===== config.mk =====
export PLATFORM = sky130hd
export DESIGN_NAME = i2c_target
export DESIGN_NICKNAME = d
export VERILOG_FILES = /design/src/rtl/i2c_target.sv
export SDC_FILE = /design/constraint.sdc
export NUM_CORES = 1
export LEC_CHECK = 0
export BUFFER_PORTS_ARGS = -buffer_cell sky130_fd_sc_hd__buf_2
export CORE_MARGIN = 2
export CORE_UTILIZATION = 57
export CTS_CLUSTER_SIZE = 14
export DETAILED_ROUTE_END_ITERATION = 6
export GPL_ROUTABILITY_DRIVEN = 1
export PLACE_DENSITY = 0.78
export SYNTH_ARGS = -nofsm -noshare
export SYNTH_HDL_FRONTEND = slang
export SYNTH_SLANG_ARGS = --single-unit

===== constraint.sdc =====
create_clock -name clk -period 2.4 [get_ports clk]
set_input_delay 0.36 -clock clk [delete_from_list [all_inputs] [get_ports clk]]
set_output_delay 0.36 -clock clk [all_outputs]
set_load 0.03 [all_outputs]

===== src/rtl/i2c_target.sv =====
// I2C target: synchronised, glitch-filtered SCL/SDA front end and a byte-level FSM
// that ACKs its address, receives write bytes and serves read bytes on request.
//
// state      | meaning
// IDLE       | bus free, waiting for START
// ADDR       | shifting address + R/W bit
// ADDR_ACK   | driving ACK for a matched address
// RX_BYTE    | shifting a write byte from the controller
// RX_ACK     | driving ACK for a received byte
// TX_BYTE    | presenting read-byte bits on SCL falls
// TX_ACKCHK  | sampling the controller ACK/NACK
// IGNORE     | not addressed or NACKed, wait for START/STOP
module i2c_target #(
    parameter logic [6:0] DEV_ADDR = 7'h48,
    parameter int         FILT_LEN = 3
) (
    input  logic       clk,
    input  logic       rst,
    input  logic       scl_i,
    input  logic       sda_i,
    output logic       sda_oe,
    output logic [7:0] rx_data,
    output logic       rx_valid,
    output logic       tx_req,
    input  logic [7:0] tx_data,
    output logic       busy
);
    localparam int CW = (FILT_LEN > 1) ? $clog2(FILT_LEN) : 1;
    localparam logic [CW-1:0] FILT_LOAD = CW'(FILT_LEN - 1);

    typedef enum logic [2:0] {
        IDLE, ADDR, ADDR_ACK, RX_BYTE, RX_ACK, TX_BYTE, TX_ACKCHK, IGNORE
    } state_t;

    logic [1:0]    scl_sync, sda_sync;
    logic          scl_f, sda_f, scl_d, sda_d;
    logic [CW-1:0] scl_cnt, sda_cnt;
    logic          scl_rise, scl_fall, start_det, stop_det;

    state_t        state, state_n;
    logic [2:0]    bit_cnt, bit_cnt_n;
    logic [7:0]    shreg, shreg_n;
    logic [7:0]    rx_data_n;
    logic          rw, rw_n, acked, acked_n;
    logic          sda_oe_n, rx_valid_n, busy_n;

    // A new level is accepted only after FILT_LEN consecutive differing samples.
    always_ff @(posedge clk or posedge rst) begin
        if (rst) begin
            scl_sync <= 2'b11;
            sda_sync <= 2'b11;
            scl_f    <= 1'b1;
            sda_f    <= 1'b1;
            scl_d    <= 1'b1;
            sda_d    <= 1'b1;
            scl_cnt  <= FILT_LOAD;
            sda_cnt  <= FILT_LOAD;
        end else begin
            scl_sync <= {scl_sync[0], scl_i};
            sda_sync <= {sda_sync[0], sda_i};
            scl_d    <= scl_f;
            sda_d    <= sda_f;
            if (scl_sync[1] == scl_f) begin
                scl_cnt <= FILT_LOAD;
            end else if (scl_cnt == '0) begin
                scl_f   <= scl_sync[1];
                scl_cnt <= FILT_LOAD;
            end else begin
                scl_cnt <= scl_cnt - 1'b1;
            end
            if (sda_sync[1] == sda_f) begin
                sda_cnt <= FILT_LOAD;
            end else if (sda_cnt == '0) begin
                sda_f   <= sda_sync[1];
                sda_cnt <= FILT_LOAD;
            end else begin
                sda_cnt <= sda_cnt - 1'b1;
            end
        end
    end

    assign scl_rise  = scl_f & ~scl_d;
    assign scl_fall  = ~scl_f & scl_d;
    assign start_det = scl_f & scl_d & sda_d & ~sda_f;
    assign stop_det  = scl_f & scl_d & ~sda_d & sda_f;

    always_ff @(posedge clk or posedge rst) begin
        if (rst) begin
            state    <= IDLE;
            bit_cnt  <= 3'd0;
            shreg    <= 8'h00;
            rw       <= 1'b0;
            acked    <= 1'b0;
            sda_oe   <= 1'b0;
            rx_data  <= 8'h00;
            rx_valid <= 1'b0;
            busy     <= 1'b0;
        end else begin
            state    <= state_n;
            bit_cnt  <= bit_cnt_n;
            shreg    <= shreg_n;
            rw       <= rw_n;
            acked    <= acked_n;
            sda_oe   <= sda_oe_n;
            rx_data  <= rx_data_n;
            rx_valid <= rx_valid_n;
            busy     <= busy_n;
        end
    end

    always_comb begin
        state_n    = state;
        bit_cnt_n  = bit_cnt;
        shreg_n    = shreg;
        rw_n       = rw;
        acked_n    = acked;
        sda_oe_n   = sda_oe;
        rx_data_n  = rx_data;
        rx_valid_n = 1'b0;
        busy_n     = busy;
        tx_req     = 1'b0;
        if (stop_det) begin
            state_n  = IDLE;
            sda_oe_n = 1'b0;
            busy_n   = 1'b0;
        end else if (start_det) begin
            state_n   = ADDR;
            bit_cnt_n = 3'd0;
            sda_oe_n  = 1'b0;
        end else begin
            case (state)
                ADDR: if (scl_rise) begin
                    shreg_n   = {shreg[6:0], sda_f};
                    bit_cnt_n = bit_cnt + 3'd1;
                    if (bit_cnt == 3'd7) begin
                        if (shreg[6:0] == DEV_ADDR && DEV_ADDR != 7'h00) begin
                            state_n = ADDR_ACK;
                            busy_n  = 1'b1;
                            rw_n    = sda_f;
                        end else begin
                            state_n = IGNORE;
                            busy_n  = 1'b0;
                        end
                    end
                end
                // sda_oe doubles as the phase flag: first fall drives ACK, second releases it.
                ADDR_ACK, RX_ACK: if (scl_fall) begin
                    if (!sda_oe) begin
                        sda_oe_n = 1'b1;
                    end else begin
                        sda_oe_n  = 1'b0;
                        bit_cnt_n = 3'd0;
                        if (state == RX_ACK || !rw) begin
                            state_n = RX_BYTE;
                        end else begin
                            tx_req   = 1'b1;
                            shreg_n  = tx_data;
                            sda_oe_n = ~tx_data[7];
                            state_n  = TX_BYTE;
                        end
                    end
                end
                RX_BYTE: if (scl_rise) begin
                    shreg_n   = {shreg[6:0], sda_f};
                    bit_cnt_n = bit_cnt + 3'd1;
                    if (bit_cnt == 3'd7) begin
                        rx_data_n  = {shreg[6:0], sda_f};
                        rx_valid_n = 1'b1;
                        state_n    = RX_ACK;
                    end
                end
                TX_BYTE: if (scl_fall) begin
                    if (bit_cnt == 3'd7) begin
                        sda_oe_n = 1'b0;
                        acked_n  = 1'b0;
                        state_n  = TX_ACKCHK;
                    end else begin
                        shreg_n   = {shreg[6:0], 1'b0};
                        sda_oe_n  = ~shreg[6];
                        bit_cnt_n = bit_cnt + 3'd1;
                    end
                end
                TX_ACKCHK: begin
                    if (scl_rise) begin
                        if (sda_f) state_n = IGNORE;
                        else       acked_n = 1'b1;
                    end else if (scl_fall && acked) begin
                        tx_req    = 1'b1;
                        shreg_n   = tx_data;
                        sda_oe_n  = ~tx_data[7];
                        bit_cnt_n = 3'd0;
                        state_n   = TX_BYTE;
                    end
                end
                IDLE, IGNORE: ;
                default: state_n = IDLE;
            endcase
        end
    end
endmodule

# Word-level counts from Yosys, hierarchy flattened
# Cells that the tools add are included.
word_totals:
  output_inout_bits: 12
  in_bits: 12
  register_bits: 38
classes:
  n_eq_ne: 41
  add_sub_neg: 3
  n_bitwise: 17
  mux: 72
  reduce_logical: 25
ops:
  columns: ["operator", "n"]
  rows:
  - ["$mux W3", 23]
  - ["$mux W7", 8]
  - ["$ne A4 B4 Y1 const B", 10]
  - ["$mux W1", 31]
  - ["$pmux W7 S4", 1]
  - ["$reduce_and A11 Y1", 2]
  - ["$ne A2 B2 Y1 const B", 10]
  - ["$ne A3 B3 Y1 const B", 6]
  - ["$pmux W3 S5", 1]
  - ["$eq A3 B3 Y1 const B", 4]
  - ["$pmux W3 S4", 1]
  - ["$ne A5 B5 Y1 const B", 2]
  - ["$not A1 Y1", 10]
  - ["$reduce_and A5 Y1", 2]
  - ["$reduce_bool A5 Y1", 2]
  - ["$reduce_and A9 Y1", 1]
  - ["$mux W2", 4]
  - ["$reduce_bool A2 Y1", 4]
  - ["$and A1 B1 Y1", 7]
  - ["$eq A7 B7 Y1 const B", 1]
  - ["$reduce_and A7 Y1", 1]
  - ["$reduce_bool A7 Y1", 1]
  - ["$eq A3 B2 Y1 const B", 2]
  - ["$reduce_and A6 Y1", 1]
  - ["16 further kinds", 23]

# Depth between registers and ports, before layout
depth:
  ltp_word: 8
  mapped_depth: 7
  depth_no_buf: 7

# Worst setup path before layout
# Ideal clock, no wire load.
synth_timing:
  kind: "register to output"
  start: "register state[2]"
  end: "output tx_req"
  slack_ns: 0.333
  path_buffers: 2
  stages_incl_launch_ff: 6
  arrival_ns: 1.707
  path_cell_list: "dfrtp_1 buf_2 buf_2 inv_1 nand3_1 a211oi_1"
synth_between:
  elab_chain_len: 8
synth_rtl:
  columns: ["element", "line_no", "rtl"]
  rows:
  - ["from (decl)", "40", "state_t state, state_n;"]
  - ["from (signal assigned)", "99", "state <= state_n;"]
  - ["$eq A3 B3 Y1", "131, 153", null]
  - ["$logic_or A1 B1 Y1", "153", "if (state == RX_ACK || !rw) begin"]
  - ["$mux W1", "153", null]
  - ["$mux W1", "148", "if (!sda_oe) begin"]
  - ["$mux W1", "147", "ADDR_ACK, RX_ACK: if (scl_fall) begin"]
  - ["$pmux W1 S2 (*)", "131", "case (state)"]
  - ["$mux W1 (*)", "126", "end else if (start_det) begin"]
  - ["$mux W1 (*)", "122", "if (stop_det) begin"]
  - ["to (decl)", "24", "output logic tx_req,"]
# Mark *: on every way between the ends. The rest lies on a longest branch, timed or not.

# Worst setup path in the final report
layout_timing:
  start: "register scl_f"
  end: "register shreg[0]"
layout_between:
  elab_chain_len: 5
layout_rtl:
  columns: ["element", "line_no", "rtl"]
  rows:
  - ["from (decl)", "36", "logic scl_f, sda_f, scl_d, sda_d;"]
  - ["from (signal assigned)", "66", "scl_f <= scl_sync[1];"]
  - ["$not A1 Y1 or $and A1 B1 Y1 (tied branches)", "83, 84, 85", null]
  - ["$and A1 B1 Y1, on equally long branches", "83, 84, 85", null]
  - ["$logic_and A1 B1 Y1, or another cell as far along", "187", "end else if (scl_fall && acked) begin"]
  - ["$ne A2 B2 Y1 (no source line) or $not A1 Y1 (tied branches)", null, null]
  - ["$reduce_and A11 Y1 (no source line) (*)", null, null]
  - ["to (signal assigned)", "101", "shreg <= shreg_n;"]
  - ["to (decl)", "42", "logic [7:0] shreg, shreg_n;"]
# Marks and branches as above.
# A chain may end at the register's enable or synchronous reset.

==> run metrics <==
run status=finished, final reports clean; largest net degree at the start of global routing=39; dpl hpwl=about 3.0 mm; dpl cell area=0.00218 sq mm; 1st-iter DRT viols=95; flops & latches, synth=38; CP max-delay cell=dfstp_2; Worst setup SP type=flop; Synth Cell Area=between 0.0015 and 0.002 sq mm; global route total overflow=0; Initial Util=between 50 and 60%; cell family with most CP delay=simple AND/OR/NAND/NOR gates; Static Leak=roughly 1.1 nW; number of global-route vias before repair=1529; critical path depth in cells=5; GRT Total Usage=about 22%; PD cells=between 1000 and 1500 mW/mm^2; core area=approximately 0.0033 sq mm; crit path kind=reg2reg; Routed WL per cell=around 16 um; final worst path period need=2250 ps; root buf cell=clkbuf_4; routability congestion estimate=0.917; first-pass GRT wire length=approximately 7 mm; share of layout cells above drive strength 1=between 30% and 40%; # diodes=0; Min-Delay Path Class=in2async; final routed DRC violation total=0; Crit path arrival time=between 2000 and 2500 ps; TritonRoute pass-1 iters=4; dpl ws=156 ps; syn avg cell area=11.1 sq um; peak fanout along the critical path=8; critical path capture point type=flop; Final Hold Vio Count=0; Reg clk slew, reported paths=around 100 ps; Cell variety after synth=46; EDFF count, synth=0; die area=between 0.003 and 0.004 sq mm; CTS tree=yes; CP cell instances=or2b_1 > a21oi_1 > o32ai_2 > nor4_4 > mux2_2; CTS max path bufs=2; Setup TNS=0 ps; number of port buffers=23; initial antenna violation count=0; CTS Sinks=38; Nets=between 200 and 250; Seq/Total Area, Yosys=between 40% and 50%; slew margin rel.=between 50 and 60%; remaining antenna violation count after routing=0; endpoints failing setup=0; crit-path max cell delay=around 600 ps; clk_lat worst skew=around 340 ps; buffer count from post-CTS setup fixing=0; Layout area overhead=12.2%; Max Slew Vio Count=0; Worst Path Required=about 2600 ps; Post-CTS Hold Fix Bufs=0; CTS Buf Count=5; syn_nets=roughly 200; fin crit share=a little over nine tenths; Post-Route Utilization=67.0%; H-Tree Depth=2; Die H=63.1 um; IO Count=24; Final Skew=about 1.1 ps; final instance area=0.00224 sq mm; die width=roughly 63 um; Top FF cell, synth=dfrtp_1; Post-Synthesis Cells=between 150 and 200; Synth Warn #=0; Post-Route WL=3.98 mm; Fin Hold WS=approximately 110 ps; Worst VDD drop=around 710 uV; Rows=21; f_max=0.445 GHz; Vias/cell=approximately 5.8; DR vias=approximately 1500; worst-margin pin slew=around 700 ps; final worst slack=~150 ps; RSZ-0062 raised after global routing=no; Max Cap Violations=0; Buf/Inv on CP=0; R2R depth=5; Async SR Flop Fraction=100%
## logic make-up (layout without fill, tap and decap cells)
family	Yosys count	after routing	synth area share, %
flip-flops	38	38	48.3
AO/OA/AOI/OAI	37	37	13.5
AND/OR/NAND/NOR	51	51	14.1
multiplexers	29	29	16.2
buffers and inverters	16	45	3.26
adder cells (fa/ha/maj)	6	6	3.77
XOR/XNOR	2	2	0.879
## synthesized netlist by cell type (all sizes together) (4+ instances only)
cell type / n / area (sq um)
a21oi: 6 / 30.0
mux2: 26 / 293
inv: 8 / 30.0
nor2b: 5 / 31.3
nor2: 9 / 33.8
dfstp: 10 / 263
nand2b: 4 / 25.0
nand2: 16 / 60.1
buf: 5 / 23.8
dfrtp: 28 / 701
ha: 6 / 75.1
o21ai: 8 / 40.0
## cell usage in the layout, fill, tap and decap left out, drive strengths merged, types with 3 or more instances in the layout
cell,Yosys,layout
buf,5,29
dfrtp,28,28
mux2,26,26
nand2,16,16
dfstp,10,10
nor2,9,9
inv,8,8
o21ai,8,8
clkbuf,3,7
a21oi,6,6
ha,6,6
nor2b,5,5
nand2b,4,4
o211ai,3,3
mux2i,3,3
and2,3,3
nor4,3,3
## registers in the layout (all words and copies together) (netlist names)
name and cells:
acked 1, bit_cnt 3, busy 1, rw 1, rx_data 8, rx_valid 1, scl_cnt 2, scl_d 1
scl_f 1, scl_sync 2, sda_cnt 2, sda_d 1, sda_f 1, sda_oe 1, sda_sync 2, shreg 7
state 3
## worst paths after layout
path,startpoint,endpoint,slack (ps)
hold / removal,rst,rx_data[1]$_DFFE_PP0P_,110
min in group clk,sda_i,sda_sync[0]$_DFF_PP1_,110
max in group asynchronous,rst,scl_sync[0]$_DFF_PP1_,1940
setup / recovery,scl_f$_DFFE_PP1P_,shreg[0]$_DFFE_PP0P_,150
setup reg to reg,scl_f$_DFFE_PP1P_,shreg[0]$_DFFE_PP0P_,150
hold reg to reg,scl_sync[0]$_DFF_PP1_,scl_sync[1]$_DFF_PP1_,360
## worst reg2reg max path: stages (launching register included)
cell	delay, ps
dfstp_2	600
or2b_1	280
a21oi_1	200
o32ai_2	140
nor4_4	530
mux2_2	390
## final cells by class
class                           instances  area, sq um
Clock buffer                            7         55.1
Clock inverter                          1         5.00
Fill cell                             278         1100
Inverter                                8         30.0
Multi-Input combinational cell        125          965
Sequential cell                        38          963
Tap cell                               46         57.6
Timing Repair Buffer                   29          160
## power by group
group          internal (mW)  total [mW]  leakage [nW]  switching, mW
Clock                  0.142       0.343        0.0353          0.201
Sequential             0.869        1.08         0.464          0.212
Combinational          0.669        1.36         0.562          0.688
Total                   1.68        2.78          1.06           1.10
## routing by layer
layer	vias up	GRT usage, %	routed length [um]
li1	701	-	-
met1	718	28.6	1710
met2	45	35.9	1950
met3	11	5.18	217
met4	0	9.17	95
met5	-	0	0
## repair_timing
| item | CTS | global route |
|---|---|---|
| endpoints found under the setup margin | 0 | 7 |
| endpoints found under the hold margin | 0 | 0 |
| gates resized for setup | 0 | 0 |
## stage by stage
| step | total power, mW | cells |
|---|---|---|
| detailed placement | 2.44 | 246 |
| global route | 3.00 | 254 |
| floorplan | 2.13 | 179 |
| CTS | 2.79 | 254 |
| finish | 2.78 | 254 |
| global placement | 2.35 | 246 |
Note: power is estimated with default switching activity, not from simulation.
